$ cat src/rtl/stopwatch_pkg.sv
`default_nettype none
// ============================================================================
// Module      : stopwatch_pkg
// Description : Shared FSM state encoding, digit count and anode patterns
//               for the stopwatch controller.
// Revision    : 1.0 - initial release
// ============================================================================
package stopwatch_pkg;

    typedef enum logic [1:0] {
        ST_IDLE  = 2'd0,
        ST_RUN   = 2'd1,
        ST_PAUSE = 2'd2
    } state_t;

    localparam int NUM_DIGITS = 4;
    localparam int IDX_W      = $clog2(NUM_DIGITS);

    // Active-low digit enables, one per display position.
    localparam logic [3:0] c_an_dig0 = 4'b1110;
    localparam logic [3:0] c_an_dig1 = 4'b1101;
    localparam logic [3:0] c_an_dig2 = 4'b1011;
    localparam logic [3:0] c_an_dig3 = 4'b0111;
    localparam logic [3:0] c_an_off  = 4'b1111;

    // Anode pattern for a digit index; anything unexpected blanks the display.
    function automatic logic [3:0] anode_for(input logic [IDX_W-1:0] idx);
        logic [3:0] v;
        case (idx)
            2'd0:    v = c_an_dig0;
            2'd1:    v = c_an_dig1;
            2'd2:    v = c_an_dig2;
            2'd3:    v = c_an_dig3;
            default: v = c_an_off;
        endcase
        return v;
    endfunction

endpackage
`default_nettype wire

$ cat src/rtl/btn_debounce.sv
`default_nettype none
// ============================================================================
// Module      : btn_debounce
// Description : 2-flop synchronizer, consecutive-sample debouncer and
//               rising-edge press pulse for one raw push button. A button
//               already held when reset drops is ignored until it has been
//               seen released for DEB_CYCLES samples.
// Revision    : 1.0 - initial release
// ============================================================================
module btn_debounce #(
    parameter int DEB_CYCLES = 20
) (
    input  logic clk,
    input  logic reset,
    input  logic i_btn,
    output logic o_press
);

    localparam int              c_cw   = (DEB_CYCLES > 1) ? $clog2(DEB_CYCLES) : 1;
    localparam logic [c_cw-1:0] c_last = c_cw'(DEB_CYCLES - 1);

    logic            r_s1;
    logic            r_s2;
    logic [1:0]      r_sv;
    logic [c_cw-1:0] r_cnt;
    logic            r_level;
    logic            r_level_d;
    logic            r_block;
    logic [c_cw-1:0] r_rel_cnt;
    logic            r_press;

    // Two-flop synchronizer; r_sv marks when r_s2 holds a real sample again.
    always_ff @(posedge clk) begin
        if (reset) begin
            r_s1 <= 1'b0;
            r_s2 <= 1'b0;
            r_sv <= 2'b00;
        end else begin
            r_s1 <= i_btn;
            r_s2 <= r_s1;
            r_sv <= {r_sv[0], 1'b1};
        end
    end

    // Accept a new level after DEB_CYCLES consecutive differing samples.
    always_ff @(posedge clk) begin
        if (reset) begin
            r_cnt   <= '0;
            r_level <= 1'b0;
        end else if (r_s2 == r_level) begin
            r_cnt <= '0;
        end else if (r_cnt == c_last) begin
            r_level <= r_s2;
            r_cnt   <= '0;
        end else begin
            r_cnt <= r_cnt + 1'b1;
        end
    end

    // After reset, suppress presses until the button has been seen released.
    always_ff @(posedge clk) begin
        if (reset) begin
            r_block   <= 1'b1;
            r_rel_cnt <= '0;
        end else if (r_block) begin
            if (r_sv[1] && !r_s2) begin
                if (r_rel_cnt == c_last) begin
                    r_block <= 1'b0;
                end else begin
                    r_rel_cnt <= r_rel_cnt + 1'b1;
                end
            end else begin
                r_rel_cnt <= '0;
            end
        end
    end

    // One-cycle registered pulse on each rising edge of the accepted level.
    always_ff @(posedge clk) begin
        if (reset) begin
            r_level_d <= 1'b0;
            r_press   <= 1'b0;
        end else begin
            r_level_d <= r_level;
            r_press   <= r_level & ~r_level_d & ~r_block;
        end
    end

    assign o_press = r_press;

endmodule
`default_nettype wire

$ cat src/rtl/stopwatch_ctrl.sv
`default_nettype none
// ============================================================================
// Module      : stopwatch_ctrl
// Description : Start/pause/clear controller for a 4-digit BCD stopwatch
//               counter: button conditioning, IDLE/RUN/PAUSE FSM, tick
//               prescaler and 7-segment display multiplexer.
// Revision    : 1.0 - initial release
// ============================================================================
module stopwatch_ctrl
    import stopwatch_pkg::*;
#(
    parameter int TICK_DIV   = 100000,
    parameter int SCAN_DIV   = 50000,
    parameter int DEB_CYCLES = 20
) (
    input  logic       clk,
    input  logic       reset,
    input  logic       btn_start,
    input  logic       btn_clear,
    input  logic [6:0] one,
    input  logic [6:0] ten,
    input  logic [6:0] hundred,
    input  logic [6:0] thd,
    output logic       cnt_reset,
    output logic       cnt_keep,
    output logic [6:0] seg,
    output logic [3:0] an,
    output logic       running
);

    localparam int              c_pw        = (TICK_DIV > 1) ? $clog2(TICK_DIV) : 1;
    localparam logic [c_pw-1:0] c_tick_last = c_pw'(TICK_DIV - 1);
    localparam int              c_sw        = (SCAN_DIV > 1) ? $clog2(SCAN_DIV) : 1;
    localparam logic [c_sw-1:0] c_scan_last = c_sw'(SCAN_DIV - 1);

    logic             w_start;
    logic             w_clear;
    state_t           r_state;
    state_t           w_next;
    logic             r_cnt_reset;
    logic             r_running;
    logic [c_pw-1:0]  r_presc;
    logic [c_sw-1:0]  r_scan;
    logic [IDX_W-1:0] r_idx;
    logic [6:0]       w_seg_sel;
    logic [6:0]       r_seg;
    logic [3:0]       r_an;

    btn_debounce #(.DEB_CYCLES(DEB_CYCLES)) u_deb_start (
        .clk     (clk),
        .reset   (reset),
        .i_btn   (btn_start),
        .o_press (w_start)
    );

    btn_debounce #(.DEB_CYCLES(DEB_CYCLES)) u_deb_clear (
        .clk     (clk),
        .reset   (reset),
        .i_btn   (btn_clear),
        .o_press (w_clear)
    );

    // FSM state register.
    always_ff @(posedge clk) begin
        if (reset) begin
            r_state <= ST_IDLE;
        end else begin
            r_state <= w_next;
        end
    end

    // Next state: clear beats start when both pulse together.
    always_comb begin
        w_next = r_state;
        if (w_clear) begin
            w_next = ST_IDLE;
        end else if (w_start) begin
            case (r_state)
                ST_IDLE:  w_next = ST_RUN;
                ST_RUN:   w_next = ST_PAUSE;
                ST_PAUSE: w_next = ST_RUN;
                default:  w_next = ST_IDLE;
            endcase
        end
    end

    // Registered state-decoded outputs, aligned with the state register.
    always_ff @(posedge clk) begin
        if (reset) begin
            r_cnt_reset <= 1'b1;
            r_running   <= 1'b0;
        end else begin
            r_cnt_reset <= (w_next == ST_IDLE);
            r_running   <= (w_next == ST_RUN);
        end
    end

    // Tick prescaler: counts in RUN, holds in PAUSE, zero in IDLE.
    always_ff @(posedge clk) begin
        if (reset) begin
            r_presc <= '0;
        end else if (w_next == ST_IDLE) begin
            r_presc <= '0;
        end else if (r_state == ST_RUN) begin
            r_presc <= (r_presc == c_tick_last) ? '0 : r_presc + 1'b1;
        end
    end

    // Free-running scan counter; digit index steps at each terminal count.
    always_ff @(posedge clk) begin
        if (reset) begin
            r_scan <= '0;
            r_idx  <= '0;
        end else if (r_scan == c_scan_last) begin
            r_scan <= '0;
            r_idx  <= r_idx + 1'b1;
        end else begin
            r_scan <= r_scan + 1'b1;
        end
    end

    // Segment source for the current digit index.
    always_comb begin
        w_seg_sel = one;
        case (r_idx)
            2'd0:    w_seg_sel = one;
            2'd1:    w_seg_sel = ten;
            2'd2:    w_seg_sel = hundred;
            2'd3:    w_seg_sel = thd;
            default: w_seg_sel = one;
        endcase
    end

    // Segment bus and anodes registered together so they switch in step.
    always_ff @(posedge clk) begin
        if (reset) begin
            r_an  <= c_an_off;
            r_seg <= 7'b0;
        end else begin
            r_an  <= anode_for(r_idx);
            r_seg <= w_seg_sel;
        end
    end

    assign cnt_reset = r_cnt_reset;
    assign running   = r_running;
    assign cnt_keep  = ~((r_state == ST_RUN) && (r_presc == c_tick_last));
    assign seg       = r_seg;
    assign an        = r_an;

endmodule
`default_nettype wire

$ cat config.mk
export PLATFORM = sky130hd
export DESIGN_NAME = stopwatch_ctrl
export DESIGN_NICKNAME = d
export VERILOG_FILES = /design/src/rtl/stopwatch_pkg.sv /design/src/rtl/btn_debounce.sv /design/src/rtl/stopwatch_ctrl.sv
export SDC_FILE = /design/constraint.sdc
export NUM_CORES = 1
export LEC_CHECK = 0
export ABC_AREA = 1
export BUFFER_PORTS_ARGS = -buffer_cell sky130_fd_sc_hd__buf_2
export CAP_MARGIN = 20
export CORE_ASPECT_RATIO = 1.5
export CORE_MARGIN = 2
export CORE_UTILIZATION = 45
export DETAILED_ROUTE_END_ITERATION = 12
export PLACE_DENSITY = 0.67
export SLEW_MARGIN = 0
export SYNTH_ARGS = -nofsm -noshare
export SYNTH_HDL_FRONTEND = slang
export SYNTH_SLANG_ARGS = --single-unit
$ cat constraint.sdc
create_clock -name clk -period 1.3 [get_ports clk]
set_input_delay 0.195 -clock clk [delete_from_list [all_inputs] [get_ports clk]]
set_output_delay 0.195 -clock clk [all_outputs]
set_load 0.02 [all_outputs]
; Word-level counts from Yosys, hierarchy flattened
; Cells that the tools add are included.
[word_totals]
reg_bits = 86
latchBits = 0
ram_bits = 0
mem_bits_ro = 0
in_bits = 32
output_inout_bits = 14
elab_cells = 97
memories = 0
[classes]
addsub = 7
multipliers = 0
n_div = 0
magnitude_cmp = 0
eq_ne = 16
shift = 0
muxes = 18
n_bitwise = 11
reduce_logical = 17
[ops]
columns = op, count
row1 = 7-bit one-hot mux with 4 select lines, 1
row2 = "5-bit by 1-bit adder with 5-bit output, second input constant", 4
row3 = "5-bit equality test, second input constant", 4
row4 = 5-bit two-way mux, 4
row5 = "17-bit by 1-bit adder with 17-bit output, second input constant", 1
row6 = "17-bit equality test, second input constant", 1
row7 = 17-bit two-way mux, 1
row8 = "16-bit by 1-bit adder with 16-bit output, second input constant", 1
row9 = "16-bit equality test, second input constant", 1
row10 = 4-bit one-hot mux with 4 select lines, 1
row11 = 1-bit two-way mux, 8
row12 = 2-bit AND reduction, 4
row13 = 1-bit NOT, 7
row14 = "2-bit by 1-bit equality test with 1-bit output, second input constant", 3
row15 = "2-bit equality test, second input constant", 3
row16 = 2-bit zero test, 3
row17 = 2-bit OR reduction, 3
row18 = 3-bit OR reduction, 2
row19 = 1-bit bitwise AND, 4
row20 = 2-bit two-way mux, 2
row21 = "2-bit != test, second input constant", 2
row22 = 2-bit one-hot mux with 2 select lines, 1
row23 = 1-bit logical AND, 3
row24 = "2-bit by 1-bit adder with 2-bit output, second input constant", 1
row25 = 2 further kinds, 4

; Logic depth before layout (Yosys ltp)
[logic_depth]
word_depth = 7
mapped_depth = 8

; By module
; From an unflattened synthesis, not the netlist that was laid out.
[hier_totals]
cells_unflattened = 519
hier_area_um2 = 3952.5
[modules_own_cells]
columns = mod, n_inst, cells_per_inst, area_per_inst_um2, seq_area_each_um2
row1 = stopwatch_ctrl, 1, 339, 2488.6, 1001.0
row2 = btn_debounce, 2, 90, 732.0, 360.3

; Worst setup path before layout
; No wires, ideal clock.
[synth_path]
path_type = register to register
start = reg r_presc[0]
end = reg r_presc[10]
setup_ns = 0.116
arrival_ns = 1.194
path_slack_ns = -0.010
stages_incl_launch_ff = 7
n_path_buf = 0
synth_period_minus_slack_ns = 1.310
path_cell_list = dfxtp_1 -> ha_1 -> nand2_1 -> nor3_1 -> nand3_2 -> nand2_4 -> nor2_1
[synth_between]
elab_chain_len = 2
elab_cells_between_ends = 3
classes_between = 1 x add/sub / 1 x eq/ne / 1 x mux
[synth_rtl]
columns = element, line
row1 = from (decl), stopwatch_ctrl.sv:42  ; logic [c_pw-1:0] r_presc;
row2 = from (signal assigned), stopwatch_ctrl.sv:105  ; r_presc <= (r_presc == c_tick_last) ? '0 : r_presc + 1'b1;
row3 = 17-bit by 1-bit adder with 17-bit output / 17-bit equality test (equally long branches), stopwatch_ctrl.sv:105
row4 = 17-bit two-way mux (*), stopwatch_ctrl.sv:105
; Mark *: on every way between the ends. The rest lies on a longest branch, timed or not.
; A chain may end at the register's enable or synchronous reset.

; Worst setup path in the final report
[layout_path]
start = reg r_presc[0]
end = out cnt_keep
[layout_between]
elab_chain_len = 3
[layout_rtl]
columns = element, line
row1 = 17-bit equality test, stopwatch_ctrl.sv:147  ; assign cnt_keep = ~((r_state == ST_RUN) && (r_presc == c_tick_last));
row2 = 1-bit logical AND, stopwatch_ctrl.sv:147
row3 = 1-bit NOT, stopwatch_ctrl.sv:147
row4 = to (decl), stopwatch_ctrl.sv:25  ; output logic cnt_keep,
; No other way between the ends.

==> impl_metrics.csv <==
group,metric,value,unit
cts,clkTransAtPathRegs,0.06,ns
placed_design,post_dp_cell_area,4257,sq um
floorplanning,rows,41,
yosys,synth_area,3837,sq um
cells_and_area,antenna_cells,0,
cts,cts.htree.levels,3,
cts,numCtsBuffers,9,
pwr,clkPwrFrac,49.0,%
cells_and_area,drive_gt1_share,28.31,%
cts,clk_path_buf_depth,2,
pwr,p_sw_share,20.06,%
critical_path,endpoint_kind,"output port",
detailed_routing,via_count,3466,
critical_path,path_max_fanout,3,
yosys,yosys.area.top_type,"dfxtp_1",
timing,tns,-0.5689,ns
critical_path,r2r_slack,-0.10,ns
pwr,p_switching,1.111,mW
cts,cts_hold_buf,0,
pwr,fin_total_pwr,5.536,mW
cts,cts_tree,"done",
yosys,yosysWarnings,0,
placed_design,post-place-ws,-0.06330,ns
pwr,powerDensity,1130,nW/um^2
yosys,ys_ff_latch,84,
timing,period_minus_slack,1.558,ns
global_route,grt_pass1_vias,3163,
placed_design,port_buffers,45,
critical_path,cp-startpoint,"r_presc[0]",
yosys,synthCells,511,
pwr,p_comb_share,3.4,%
critical_path,crit_required,1.11,ns
global_route,track_usage,18.57,%
detailed_routing,drtPass1Iterations,4,
detailed_routing,drtIter0Drc,161,
floorplanning,core_area,8362,sq um
timing,tightest_slew,0.4496,ns
cts,clock-root-buffer,"clkbuf_16",
cells_and_area,finalInstanceArea,4900,sq um
timing,slew_headroom,69.71,%
yosys,synth_edf_count,0,
yosys,synth_seq_area_share,43.82,%
critical_path,path_class,"reg -> out",
run_status,outcome,"finished with violations",
floorplanning,die_area,9298,sq um
timing,max_clock_freq,0.6417,GHz
yosys,synthArstFlopShare,0,%
worst_hold_path,holdPathStages,3,
placed_design,placed_cells,668,
cells_and_area,synthToLayoutAreaGrowth,27.68,%
worst_hold_path,hp-class,"in -> reg",
floorplanning,pin_count,46,
detailed_routing,post_drt_wl_per_cell,12.55,microns
yosys,syn_avg_cell_area,7.510,sq um
critical_path,crit_arrival,1.36,ns
cts,cts_sinks,84,
timing,final-setup-viol-count,9,
floorplanning,die_w,79.40,microns
timing,layout_setup_ws,-0.2584,ns
timing,min_period_over_period,119.9,%
yosys,syn_nets,553,
timing,slew_violations,0,
global_route,grt_max_degree,17,
floorplanning,die_h,117.1,microns
detailed_routing,viasPerCell,4.973,
global_route,antenna_found_initial,0,
cells_and_area,nets,627,
run,maxCapViolations,0,
worst_hold_path,hold-path-endpoint,"u_deb_clear.r_s1",
placed_design,dp.final_hpwl,6.029,mm
timing,finalHoldViolCount,0,
critical_path,r2r_cells,9,
critical_path,reg2reg_from,"r_presc[0]",
pwr,seqPwrFrac,47.5,%
worst_hold_path,hold_start,"btn_clear",
run_status,violations,"negative setup slack",
placed_design,place.gp.congestion,0.8391,
pwr,intPower,4.426,mW
pwr,ir_worst_vdd,830.8,uV
cts,worstSkewPairLatency,0.34,ns
detailed_routing,drc,0,
yosys,synth_top_area_share,43.82,%
global_route,grt_pass1_wl,13.46,mm
timing,fin_skew,0.004642,ns
detailed_routing,routed_wl,8.749,mm
yosys,synth_top_flop_cell,"dfxtp_1",
critical_path,rr_endpoint,"r_presc[16]",
cells_and_area,final_cells,697,
pwr,leakagePower,2.001,nW
floorplanning,start_util,45.89,%
critical_path,startpoint_type,"flop",
yosys,synthTopCellsByArea,"dfxtp_1 44%, nand2_1 10%, nor2_1 7.8%",
detailed_routing,drtAntennaViolNets,0,
global_route,grt_overflow,0,
timing,rsz0062_at_grt,"yes",
yosys,synthDistinctLibCells,36,
-- stage by stage --
stage / util [%] / hold slack (ns)
global route: 58.60 / 0.06645
floorplan: - / 0.3020
detailed placement: 50.91 / 0.3758
finish: 58.60 / 0.05574
global placement: 50.91 / 0.3742
CTS: 55.45 / 0.04752
-- cells in the mapped netlist, drive strengths merged, types with 2 or more instances --
cell type and n:
a21oi 25, a31oi 7, buf 8, dfxtp 84, ha 10, inv 58, nand2 119, nand3 41
nand4 8, nor2 93, nor3 9, nor4 2, o21ai 14, o21bai 6, or2 3, xnor2 4
xor2 15
-- worst max-delay path by stage --
stage / endpoint / slack [ns] / cells past startpoint
after CTS: cnt_keep / -0.19 / 5
final: cnt_keep / -0.26 / 5
after global placement: r_presc[16] / 0.003 / 8
after detailed placement: r_presc[16] / -0.06 / 8
after floorplan: r_presc[10] / 0.01 / 6
after global routing: cnt_keep / -0.31 / 5
-- critical path, cell delays in order, from the launching register on --
cell and delay [ns]:
dfxtp_2 0.35, ha_4 0.16, nand2_4 0.06, nor3_4 0.20, nand3_2 0.11, buf_6 0.14
-- area by class of cell --
| class | count | area, sq um |
|---|---|---|
| flip-flops and latches | 84 | 1710 |
| clock inverters | 4 | 72.57 |
| well taps | 107 | 133.9 |
| repair buffers | 70 | 426.7 |
| fillers | 755 | 3462 |
| multi-input cells | 361 | 2083 |
| inverters | 59 | 226.5 |
| clock buffers | 12 | 246.5 |
-- state kept, by name, indices dropped and copies added, names as in the netlist, 2 cells and up --
signal                 flops
an                         4
u_deb_clear.r_rel_cnt      5
u_deb_clear.r_cnt          5
r_scan                    16
r_presc                   17
r_idx                      2
seg                        7
r_state                    2
u_deb_start.r_cnt          5
u_deb_start.r_rel_cnt      5
-- power groups by stage --
stage / logic (mW) / registers, mW / clock network (mW)
final: 0.190 / 2.63 / 2.72
after detailed placement: 0.180 / 2.68 / 0
after CTS: 0.183 / 2.63 / 2.79
after floorplan: 0.0773 / 2.70 / 0
after global routing: 0.212 / 2.63 / 2.91
after global placement: 0.175 / 2.68 / 0
-- what timing repair did --
item / in CTS / in global routing
pin swaps: 2 / 15
resized for setup: 16 / 49
endpoints found under the setup margin: 16 / 53
buffers inserted: 2 / 10
gates cloned: 0 / 2
-- logic make-up after synthesis --
| kind of cell | synth area share [%] |
|---|---|
| buf+inv | 7.010 |
| fa+ha+maj | 3.261 |
| xor+xnor | 4.336 |
| compound gates | 7.988 |
| simple gates | 33.58 |
| flops | 43.82 |
-- layout by cell type, fill, tap and decap left out, types with 12 or more instances in the layout --
master,instances
nand2_1,103
nor2_1,73
dfxtp_1,65
inv_1,52
buf_2,44
nand3_1,36
a21oi_1,25
buf_4,23
dfxtp_2,17
nor2_2,15
xor2_1,14
o21ai_0,12
-- metal layers --
layer / up-vias / track usage [%] / part of all wire [%]
met3: 23 / 4.985 / 2.8
met2: 60 / 33.95 / 55
met5: - / 0 / 0
li1: 1778 / - / -
met4: 0 / 10.69 / 3.9
met1: 1605 / 18.91 / 39
Power figures use the tool's default switching activity.
